File: src/rtl/systolic_pkg.sv
// Shared definitions for the systolic array operand interface (feeder and array).
package systolic_pkg;

  localparam int N_DEF  = 3;
  localparam int DW_DEF = 4;

  // Largest matrix the element selector supports; narrower buses are zero-extended.
  localparam int MAX_N    = 8;
  localparam int MAX_DW   = 16;
  localparam int MAX_BITS = MAX_N * MAX_N * MAX_DW;

  typedef enum logic [1:0] {
    ST_IDLE   = 2'd0,
    ST_STREAM = 2'd1,
    ST_FLUSH  = 2'd2
  } state_t;

  // Element (i,j) of a row-major flat matrix bus of n x n elements, dw bits each.
  function automatic logic [MAX_DW-1:0] elem_sel(input logic [MAX_BITS-1:0] mat,
                                                 input int n, input int dw,
                                                 input int i, input int j);
    logic [MAX_BITS-1:0] sh;
    logic [MAX_DW-1:0]   mask;
    sh   = mat >> ((i * n + j) * dw);
    mask = (MAX_DW'(1) << dw) - MAX_DW'(1);
    return MAX_DW'(sh) & mask;
  endfunction

endpackage

File: src/rtl/systolic_job_buf.sv
// One-entry job holding register; a simultaneous read and write drains and refills it.
module systolic_job_buf #(
  parameter int W = 72
) (
  input  logic         clk,
  input  logic         rst,
  input  logic         i_wr_en,
  input  logic         i_rd_en,
  input  logic [W-1:0] i_data,
  output logic [W-1:0] o_data,
  output logic         o_full
);

  logic         r_full;
  logic [W-1:0] r_data;

  always_ff @(posedge clk) begin
    if (rst)          r_full <= 1'b0;
    else if (i_wr_en) r_full <= 1'b1;
    else if (i_rd_en) r_full <= 1'b0;
  end

  always_ff @(posedge clk) begin
    if (i_wr_en) r_data <= i_data;
  end

  assign o_data = r_data;
  assign o_full = r_full;

endmodule

File: src/rtl/systolic_feeder.sv
// Streams whole NxN A/B jobs into a systolic array as N skew-free beats plus a zero flush.
module systolic_feeder
  import systolic_pkg::*;
#(
  parameter int N     = N_DEF,
  parameter int DW    = DW_DEF,
  parameter int FLUSH = 6
) (
  input  logic              clk,
  input  logic              rst,
  input  logic [N*N*DW-1:0] mat_a,
  input  logic [N*N*DW-1:0] mat_b,
  input  logic              in_valid,
  output logic              in_ready,
  output logic [N*DW-1:0]   matrix_a_in,
  output logic [N*DW-1:0]   matrix_b_in,
  output logic              valid_in,
  output logic              busy,
  output logic              done
);

  localparam int MW = N * N * DW;
  localparam int CW = $clog2(((N > FLUSH) ? N : FLUSH) + 1);

  state_t          r_state, w_state_nxt;
  logic [CW-1:0]   r_cnt;
  logic [MW-1:0]   r_cur_a, r_cur_b;
  logic [N*DW-1:0] r_out_a, r_out_b;
  logic            r_valid, r_done;

  logic            w_accept, w_pend_full, w_pend_wr, w_pend_rd;
  logic            w_last_flush, w_chain, w_start;
  logic [MW-1:0]   w_pend_a, w_pend_b, w_new_a, w_new_b, w_src_a, w_src_b;
  logic [CW-1:0]   w_k;
  logic [N*DW-1:0] w_beat_a, w_beat_b;

  assign in_ready     = !rst && (r_state == ST_IDLE || !w_pend_full);
  assign w_accept     = in_valid && in_ready;
  assign w_last_flush = (r_state == ST_FLUSH) && (r_cnt == CW'(FLUSH - 1));

  // An offer taken on the final flush edge with nothing pending bypasses the buffer,
  // otherwise it would be parked behind an FSM that is about to go idle.
  assign w_chain   = w_last_flush && (w_pend_full || w_accept);
  assign w_start   = ((r_state == ST_IDLE) && w_accept) || w_chain;
  assign w_pend_rd = w_last_flush && w_pend_full;
  assign w_pend_wr = w_accept && ((r_state == ST_STREAM) ||
                                  (r_state == ST_FLUSH && !w_last_flush));

  systolic_job_buf #(.W(2 * MW)) u_job_buf (
    .clk     (clk),
    .rst     (rst),
    .i_wr_en (w_pend_wr),
    .i_rd_en (w_pend_rd),
    .i_data  ({mat_a, mat_b}),
    .o_data  ({w_pend_a, w_pend_b}),
    .o_full  (w_pend_full)
  );

  assign w_new_a = w_pend_rd ? w_pend_a : mat_a;
  assign w_new_b = w_pend_rd ? w_pend_b : mat_b;
  assign w_src_a = w_start ? w_new_a : r_cur_a;
  assign w_src_b = w_start ? w_new_b : r_cur_b;
  assign w_k     = w_start ? '0 : r_cnt;

  // Beat k: A lane i carries A[i][k] (column k), B lane j carries B[k][j] (row k).
  always_comb begin
    w_beat_a = '0;
    w_beat_b = '0;
    for (int l = 0; l < N; l++) begin
      w_beat_a[l*DW +: DW] = DW'(elem_sel(MAX_BITS'(w_src_a), N, DW, l, int'(w_k)));
      w_beat_b[l*DW +: DW] = DW'(elem_sel(MAX_BITS'(w_src_b), N, DW, int'(w_k), l));
    end
  end

  always_comb begin
    w_state_nxt = r_state;
    unique case (r_state)
      ST_IDLE:   if (w_accept) w_state_nxt = ST_STREAM;
      ST_STREAM: if (r_cnt == CW'(N)) w_state_nxt = ST_FLUSH;
      ST_FLUSH:  if (w_last_flush) w_state_nxt = w_chain ? ST_STREAM : ST_IDLE;
      default:   w_state_nxt = ST_IDLE;
    endcase
  end

  always_ff @(posedge clk) begin
    if (rst) r_state <= ST_IDLE;
    else     r_state <= w_state_nxt;
  end

  // r_cnt: beats already sent while streaming, elapsed flush cycles while flushing.
  always_ff @(posedge clk) begin
    if (rst) begin
      r_cnt   <= '0;
      r_out_a <= '0;
      r_out_b <= '0;
      r_valid <= 1'b0;
      r_done  <= 1'b0;
    end else begin
      r_out_a <= '0;
      r_out_b <= '0;
      r_valid <= 1'b0;
      r_done  <= w_last_flush;
      if (w_start) begin
        r_cnt   <= CW'(1);
        r_out_a <= w_beat_a;
        r_out_b <= w_beat_b;
        r_valid <= 1'b1;
      end else if (r_state == ST_STREAM && r_cnt < CW'(N)) begin
        r_cnt   <= r_cnt + CW'(1);
        r_out_a <= w_beat_a;
        r_out_b <= w_beat_b;
        r_valid <= 1'b1;
      end else if (r_state == ST_STREAM || w_last_flush) begin
        r_cnt <= '0;
      end else if (r_state == ST_FLUSH) begin
        r_cnt <= r_cnt + CW'(1);
      end
    end
  end

  always_ff @(posedge clk) begin
    if (w_start) begin
      r_cur_a <= w_new_a;
      r_cur_b <= w_new_b;
    end
  end

  assign matrix_a_in = r_out_a;
  assign matrix_b_in = r_out_b;
  assign valid_in    = r_valid;
  assign done        = r_done;
  assign busy        = (r_state != ST_IDLE);

endmodule

File: config.mk
export PLATFORM = sky130hd
export DESIGN_NAME = systolic_feeder
export DESIGN_NICKNAME = d
export VERILOG_FILES = /design/src/rtl/systolic_pkg.sv /design/src/rtl/systolic_job_buf.sv /design/src/rtl/systolic_feeder.sv
export SDC_FILE = /design/constraint.sdc
export NUM_CORES = 1
export LEC_CHECK = 0
export CAP_MARGIN = 20
export CORE_MARGIN = 3
export CORE_UTILIZATION = 49
export DETAILED_ROUTE_END_ITERATION = 7
export PLACE_DENSITY_LB_ADDON = 0.1
export SKIP_LAST_GASP = 1
export SLEW_MARGIN = 20
export SYNTH_ARGS = -nofsm -noshare
export SYNTH_HDL_FRONTEND = slang
export SYNTH_SLANG_ARGS = --single-unit
export TNS_END_PERCENT = 50
File: constraint.sdc
create_clock -name clk -period 7.44 [get_ports clk]
set_input_delay 1.116 -clock clk [delete_from_list [all_inputs] [get_ports clk]]
set_output_delay 1.116 -clock clk [all_outputs]
set_load 0.01 [all_outputs]
# Word level (Yosys, flattened, before mapping)
# Cells that the tools add are included.
# word_totals
word_cells,77
mem_bits_ro,0
mem_bits_rw,0
ff_bits,176
latchBits,0
out_inout_bits,28
n_memories,0
# classes
mux,22
shifts,6
reduce_logical,24
n_mul,1
n_eq_ne,7
div,0
addsub,5
magnitude_cmp,1
bitwise_logic,0
# ops
operator,n
2-to-1 mux 36 bit,4
right shift 36 x 32 -> 4 bit,2
right shift 36 x 6 -> 4 bit,2
2-to-1 mux 12 bit,4
right shift 36 x 5 -> 4 bit,1
right shift 36 x 8 -> 4 bit,1
"adder 30 x 2 -> 30 bit, second input constant",1
2-to-1 mux 3 bit,4
logical AND 1 bit,9
"adder 5 x 2 -> 6 bit, second input constant",1
2-to-1 mux 1 bit,6
2-to-1 mux 2 bit,3
case mux 2 bit (3 select lines),1
logical OR 1 bit,5
"multiplier 3 x 2 -> 5 bit, second input constant",1
"adder 2 x 3 -> 4 bit, first input constant",1
"adder 3 x 3 -> 4 bit, first input constant",1
"!= test 2 bit, second input constant",2
nonzero test 2 bit,2
nonzero test 4 bit,1
"adder 3 x 1 -> 3 bit, second input constant",1
"equality test 3 x 2 -> 1 bit, second input constant",1
"equality test 3 bit, second input constant",1
logical NOT 1 bit,3
8 further kinds,8

# Depth between registers and ports, before layout
# Gate-level depths: netlist of run 1.
# logic_depth
depth_word,13
mapped_depth,17
depth_no_buf,9

# Cells and area by module
# From an unflattened synthesis of run 1, not the netlist that was laid out.
# unflattened
hier_cells,703
hier_area_um2,7258.2
# by_module_without_submodules
module,cells_each,area_per_inst_um2,seq_area_each_um2,n_inst
systolic_feeder,627,5057.4,2062.0,1
systolic_job_buf,76,2200.9,2182.1,1

# Worst setup path before layout of run 1
# OpenSTA, ideal clock, no wires.
# synth_path
kind,register -> register
from,register r_cnt[1]
to,"register u_job_buf.r_data[0] (netlist: u_job_buf.o_data[0]), enable pin"
path_slack_ns,0.463
required_time_ns,6.849
arrival_time_ns,6.386
stages_incl_launch_ff,9
setup_time_ns,0.591
path_cell_list,dfxtp_1 > buf_2 > buf_2 > inv_1 > clkbuf_1 > ha_1 > nand2_1 > a21oi_1 > nor3_1
# synth_via
elab_chain_len,6
# synth_lines
element,line_no,source
from (decl),systolic_feeder.sv:26,logic [CW-1:0] r_cnt;
from (signal assigned),systolic_feeder.sv:109,r_cnt <= r_cnt + CW'(1);
from (signal assigned),systolic_feeder.sv:116,r_cnt <= r_cnt + CW'(1);
equality test 3 bit,systolic_feeder.sv:39,assign w_last_flush = (r_state == ST_FLUSH) && (r_cnt == CW'(FLUSH - 1));
logical AND 1 bit,systolic_feeder.sv:39,
logical NOT 1 bit,systolic_feeder.sv:47,(r_state == ST_FLUSH && !w_last_flush));
logical AND 1 bit,systolic_feeder.sv:47,
logical OR 1 bit,systolic_feeder.sv:46,assign w_pend_wr = w_accept && ((r_state == ST_STREAM) ||
logical AND 1 bit,systolic_feeder.sv:46,
named net u_job_buf.i_wr_en,systolic_job_buf.sv:7,"input logic i_wr_en,"
to (signal assigned),systolic_job_buf.sv:24,if (i_wr_en) r_data <= i_data;
to (decl),systolic_job_buf.sv:15,logic [W-1:0] r_data;
# The timed path passes the listed nets, and every way through them passes these cells.
# A chain may end at the register's enable or synchronous reset.

# Final worst setup path of run 1
# layout_path
from,input port rst
to,output port in_ready
# layout_via
elab_chain_len,2
# layout_lines
element,line_no,source
from (decl),systolic_feeder.sv:10,"input logic rst,"
logical NOT 1 bit,systolic_feeder.sv:37,assign in_ready = !rst && (r_state == ST_IDLE || !w_pend_full);
logical AND 1 bit,systolic_feeder.sv:37,
to (decl),systolic_feeder.sv:14,"output logic in_ready,"
# Every way passes these cells.

==> results of run 1 <==
where the power goes:
group          leakage [nW]  switching, mW  total, mW  internal [mW]
sequential             1.52          0.179       1.49           1.31
combinational          1.51          0.524      0.979          0.455
clock                 0.289          0.358      0.888          0.529
through the flow:
step	util (%)	hold WS [ns]	setup slack, ns	area [um2]
2_1_floorplan	-	0.426	0.463	7120
3_3_place_gp	58.5	0.439	3.21	8220
3_5_place_dp	58.5	0.448	3.03	8220
4_1_cts	62.8	0.464	3.36	8820
5_1_grt	63.0	0.500	3.54	8850
6_report	63.0	0.467	3.60	8850
cell families (layout without fill, tap and decap cells):
family	Yosys count	after routing	synth area share, %
AO/OA/AOI/OAI	166	166	15.9
adder cells (fa/ha/maj)	8	8	1.41
AND/OR/NAND/NOR	250	250	14.6
XOR/XNOR	1	1	0.123
multiplexers	23	23	4.50
flip-flops	176	176	59.6
buffers and inverters	60	152	3.83
area by class of cell:
type	instances	share of cell area, %
Inverter	8	0.339
Clock buffer	23	5.52
Sequential cell	176	48.0
Tap cell	180	2.55
Clock inverter	9	1.22
Multi-Input combinational cell	448	29.7
Timing Repair Buffer	112	12.8
worst reg2reg max path: cells and delay by family, from the launching register on:
kind                       cells  cell delay [ns]
DFF                            1             0.31
AOI/OAI and AO/OA              4             1.51
adders and majority gates      1             0.41
buffers and inverters          2             0.83
and+or+nand+nor                1             0.17
sequential cells by signal, indices dropped and copies added, names as in the netlist:
register,cells
u_job_buf.o_data,72
r_cur_a,36
r_cur_b,36
matrix_a_in,12
matrix_b_in,12
r_cnt,3
r_state,2
done,1
u_job_buf.o_full,1
valid_in,1
per-layer routing:
metal	vias up	wire length [um]	global-route usage, %
met5	-	0	0
met4	0	222	6.44
met3	21	1000	5.01
met2	163	8150	35.6
met1	2634	8140	30.5
li1	2635	-	-
placed cells by master, fill, tap and decap left out, types with 4 or more instances in the layout:
cell / netlist / layout
nand2_1: 133 / 133
dfxtp_1: 104 / 104
clkdlybuf4s50_1: 0 / 102
nor2_1: 75 / 74
edfxtp_1: 72 / 72
a31oi_1: 45 / 45
a21oi_1: 28 / 28
o21ai_0: 18 / 18
clkbuf_16: 0 / 17
mux2i_1: 14 / 14
nand3_1: 14 / 14
a21o_1: 13 / 13
a221oi_1: 13 / 13
o22ai_1: 10 / 10
a211oi_1: 9 / 9
inv_1: 8 / 8
ha_1: 8 / 8
buf_4: 4 / 8
and3_1: 7 / 7
mux4_2: 7 / 7
nor3_1: 7 / 6
a2111o_1: 6 / 6
o21a_1: 5 / 5
a311oi_1: 4 / 4
clkbuf_8: 0 / 4
how the worst max path moves through the flow:
stage	startpoint	endpoint	slack [ns]	depth (start not counted)
after floorplan	r_cnt[1]	u_job_buf.o_data[0]	0.46	8
after global placement	rst	matrix_b_in[7]	3.21	8
after detailed placement	rst	matrix_a_in[9]	3.03	7
after CTS	rst	matrix_a_in[9]	3.36	7
after global routing	rst	in_ready	3.54	3
final	rst	in_ready	3.60	3
==> key figures, run 1 <==
Floorplan
  • Std cell rows: 43
  • # IOs: 103
  • Die Width: 127 um
  • Initial Util: 50.7%
  • Core area: 0.0140 mm2
  • DIE AREA: 0.0160 mm2
  • Die Ht: 127 um

Clock network
  • CTS clk-pin slew, worst paths: 0.06 ns
  • Cts hold-fix bufs: 0
  • CTS tree: yes
  • CTS Buffer Depth: 2
  • Clock sink total: 176
  • Htree depth: 4
  • Clk_lat worst skew: 0.43 ns
  • Setup Buffers After CTS: 0
  • Clock buffer count from CTS: 17
  • Post_cts resized: 0
  • Root Buffer Master: clkbuf_16

Worst setup path
  • Reg2Reg Setup Slack: 4.11 ns
  • CP Capture Type: output pin
  • CP Buf/Inv Count: 2
  • CP dominant cell by count: clkdlybuf4s50_1
  • Reg2reg start: r_cnt[1]
  • Slowest stage delay, CP: 0.70 ns
  • Worst setup SP type: primary input
  • Critical Path Fanout Max: 15
  • Reg2reg end: matrix_a_in[9]
  • Slowest CP cell: clkdlybuf4s50_1
  • Crit Path Class: in2out
  • Critical Path AT: 2.73 ns
  • Critical Path, Cell by Cell: clkdlybuf4s50_1 -> nor2_1 -> clkdlybuf4s50_1
  • Worst R2R Path Depth: 8
  • Data required time of the worst path: 6.32 ns
  • Largest delay share family, worst path: buffers and inverters

Finish
  • Register area: 0.00424 mm2
  • Layout area overhead: 24.2%
  • # fillers: 1169
  • Ant diodes: 0
  • Layout cells sized above 1: 7.60%
  • Area of the multi-input gates: 0.00262 mm2
  • Final nets: 846
  • Non-Filler Instances: 956

Synth
  • Cell accounting for the most synthesized area: edfxtp_1
  • Synth area leaders: edfxtp_1 (30%), dfxtp_1 (29%), nand2_1 (7.0%)
  • Netlist Area Pre-Place: 0.00712 mm2
  • Synth top area share: 30.4%
  • Mapped Cells: 684
  • Syn Area/Cell: 10.4 um2
  • Warnings, synthesis: 0
  • Most frequent cell after synthesis: nand2_1
  • Yosys reg bits: 176
  • Post-synthesis async set-or-reset flop share: 0%
  • Post-synth cell types: 50
  • Commonest cells in the netlist: nand2_1 (133), dfxtp_1 (104), nor2_1 (75)
  • Syn Nets: 767
  • Post-synthesis sequential area ratio: 59.6%
  • Main synth FF type: dfxtp_1
  • EDFF count, synth: 72

Routing
  • Vias per Instance: 5.70
  • First-pass iteration count of the detailed router: 5
  • Routed wire per std cell: 18.3 um
  • DRT iter0 DRCs: 456
  • # DRC: 0
  • Detailed Route WL: 17500 um
  • Routed Antenna Nets: 0
  • Vias post-DR: 5453

Place
  • Placed Cells: 923
  • Final GP Congestion: 0.828
  • Post-DP HPWL: 11200 um
  • PortBufs: 102

Job
  • Max cap viols: 0

Global routing
  • GRT overflow: 0
  • Initial antenna violation count: 0
  • First-pass GRT wire length: 28300 um
  • All-Layer GR Usage: 22.3%
  • Largest net degree at the start of global routing: 101
  • Vias in the first global route: 5400

Timing
  • Least-Margin Pin Slew: 0.866 ns
  • Pins Over Slew Limit: 0
  • Final setup skew: 0.00697 ns
  • RSZ-0062 raised after global routing: no
  • Final Hold Viols: 0
  • TNS Setup: 0 ns
  • Max Fclk: 260 MHz
  • Period Utilization, post-route: 51.6%
  • Tmin final: 3.84 ns
  • Final setup viols: 0
  • Rel. slew slack: 42.3%

Hold path
  • HP Start: r_cur_b[7]
  • Hold Crit Depth: 1
  • Hold endpoint: r_cur_b[7]
  • Hold crit path type: reg2reg

Power and ir drop
  • Tot Pwr: 3.35 mW
  • Power per cell area: 379 mW/mm2
  • Leak: 3.31 nW
  • Maximum vdd drop: 0.000190 V

Outcome
  • Status: finished, final reports clean
Power figures use the tool's default switching activity.
==> inputs of run 2 (changes only) <==
==> constraint.sdc (replaced) <==
create_clock -name clk -period 3.2 [get_ports clk]
set_input_delay 0.48 -clock clk [delete_from_list [all_inputs] [get_ports clk]]
set_output_delay 0.48 -clock clk [all_outputs]
set_load 0.01 [all_outputs]
==> run 2 against run 1 <==
  * Register-to-register slack got worse by 3.7 ns
  * Combinational power increased by 130%
  * Cell count increased by 0.73%
  * Worst setup slack got worse by 3.2 ns
  * Flip-flop and latch count unchanged
  * Via count increased by 0.84%
  * Clock skew about the same
  * First-iteration DRC count decreased by 4.8%
  * Power increased by 130%
  * Clock-buffer cell count unchanged
  * Critical endpoint is now matrix_a_in[2]
  * Largest cell class unchanged
==> key figures, run 2 (synthesis results as in run 1) <==
Outcome
  • Status: finished, final reports clean

Floorplan
  • Core area: 0.0140 mm2 (unchanged)
  • Initial Util: 50.7% (unchanged)
  • DIE AREA: 0.0160 mm2 (unchanged)
  • Std cell rows: 43 (unchanged)
  • Die Ht: 127 um (unchanged)
  • Die Width: 127 um (unchanged)
  • # IOs: 103 (unchanged)

Timing
  • RSZ-0062 raised after global routing: no
  • Least-Margin Pin Slew: 0.982 ns (+0.116 ns)
  • Max Fclk: 360 MHz
  • Pins Over Slew Limit: 0 (unchanged)
  • Period Utilization, post-route: 86.7%
  • Final setup viols: 0 (unchanged)
  • Final Hold Viols: 0 (unchanged)
  • Rel. slew slack: 34.3% (-8.0 points)
  • Final setup skew: 0.00648 ns (-0.000487 ns)
  • Tmin final: 2.77 ns

Place
  • DP Area: 0.00832 mm2 (+1.2%)
  • PortBufs: 102 (unchanged)
  • Post-DP HPWL: 11300 um (+1.2%)
  • Final GP Congestion: 0.834 (+0.72%)

Worst setup path
  • Critical Path Fanout Max: 51 (+36)
  • Slowest CP cell: buf_4
  • Largest delay share family, worst path: buffers and inverters
  • Critical Path AT: 3.10 ns (+0.37 ns)
  • Worst setup SP type: flip-flop
  • Critical Path, Cell by Cell: inv_1 -> ha_1 -> a31o_4 -> a21boi_4 -> buf_4 -> buf_4 -> nor3_1 -> a311oi_1
  • CP dominant cell by count: buf_4
  • CP Buf/Inv Count: 3 (+1)
  • Data required time of the worst path: 3.52 ns (-2.80 ns)
  • Crit Path Class: reg2reg
  • CP Capture Type: flip-flop
  • Slowest stage delay, CP: 0.49 ns (-0.21 ns)

Finish
  • Ant diodes: 0 (unchanged)
  • Register area: 0.00425 mm2 (about the same)
  • Final instance area: 0.00890 mm2 (+0.58%)
  • Most frequent cells in the layout: nand2_1 (132), dfxtp_1 (103), clkdlybuf4s50_1 (102)
  • Layout cells sized above 1: 8.68% (+1.1 points)
  • Layout area overhead: 25.0%
  • Commonest non-fill, non-tap cell in the layout: nand2_1
  • Largest register FFs: 72 (unchanged)
  • Area of the multi-input gates: 0.00266 mm2 (+1.3%)
  • Final core utilization: 63.4% (+0.37 points)
  • Final nets: 853 (+0.83%)
  • # fillers: 1180 (+0.94%)

Clock network
  • CTS tree: yes
  • Clock sink total: 176 (unchanged)
  • Clk_lat worst skew: 0.42 ns (about the same)
  • Htree depth: 4 (unchanged)
  • CTS Buffer Depth: 2 (unchanged)
  • Cts hold-fix bufs: 0 (unchanged)
  • Clock buffer count from CTS: 17 (unchanged)
  • Setup Buffers After CTS: 0 (unchanged)
  • CTS clk-pin slew, worst paths: 0.06 ns (about the same)
  • Post_cts resized: 0 (unchanged)
  • Root Buffer Master: clkbuf_16

Job
  • Max cap viols: 0 (unchanged)

Routing
  • Routed Antenna Nets: 0 (unchanged)
  • Vias post-DR: 5499 (+0.84%)
  • First-pass iteration count of the detailed router: 5 (unchanged)
  • Detailed Route WL: 17000 um (-2.9%)
  • Routed wire per std cell: 17.7 um (-3.6%)
  • Vias per Instance: 5.71 (+0.11%)
  • # DRC: 0 (unchanged)
  • DRT iter0 DRCs: 434 (-4.8%)

Global routing
  • GRT overflow: 0 (unchanged)
  • Vias in the first global route: 5275 (-2.3%)
  • All-Layer GR Usage: 21.7% (-0.57 points)
  • First-pass GRT wire length: 27400 um (-3.0%)
  • Initial antenna violation count: 0 (unchanged)
  • Largest net degree at the start of global routing: 53 (-48%)

Power and ir drop
  • Leak: 3.35 nW (+1.1%)
  • Maximum vdd drop: 0.000567 V (+200%)
  • Power per cell area: 873 mW/mm2 (+130%)

Hold path
  • Hold crit path type: reg2reg
-- run 2: final timing paths --
path         startpoint             end  slack, ns  cells after the start
max reg2reg  r_state[0]  matrix_a_in[2]       0.43                      8
min reg2reg  r_cur_b[7]      r_cur_b[7]       0.46                      1
max          r_state[0]  matrix_a_in[2]       0.43                      8
min          r_cur_b[7]      r_cur_b[7]       0.46                      1
-- run 2: where the power goes --
group / internal, mW / switching, mW / leakage [nW]
sequential: 3.04 / 0.404 / 1.52
combinational: 1.08 / 1.22 / 1.55
clock: 1.19 / 0.833 / 0.278
-- run 2: per-layer routing --
metal / track usage, % / wire [um] / vias to the layer above
met5: 0 / 0 / -
met4: 7.70 / 342 / 0
met3: 5.18 / 936 / 24
met2: 33.4 / 7880 / 164
met1: 30.2 / 7850 / 2666
li1: - / - / 2645
-- run 2: worst reg2reg max path: cells and delay by family, from the launching register on --
kind                       cells  cell delay (ns)
buffers and inverters          3             0.98
adders and majority gates      1             0.40
DFF                            1             0.33
AOI/OAI and AO/OA              3             0.84
and+or+nand+nor                1             0.13
-- run 2: layout make-up --
cell class	count	area share, %
multi-input cells	448	29.9
flip-flops and latches	176	47.7
clock buffers	23	5.26
well taps	180	2.53
repair buffers	119	13.0
clock inverters	9	1.21
inverters	8	0.366
-- run 2: per-stage QoR --
step | hold slack [ns] | total power [mW] | setup TNS (ns) | setup WS, ns | cells
floorplan | 0.426 | 4.99 | -5.15 | -0.0715 | 684
finish | 0.464 | 7.77 | 0 | 0.425 | 963
global route | 0.494 | 8.22 | 0 | 0.168 | 963
CTS | 0.468 | 7.81 | 0 | 0.436 | 963
global placement | 0.439 | 5.67 | 0 | 0.571 | 931
detailed placement | 0.453 | 5.77 | 0 | 0.431 | 931
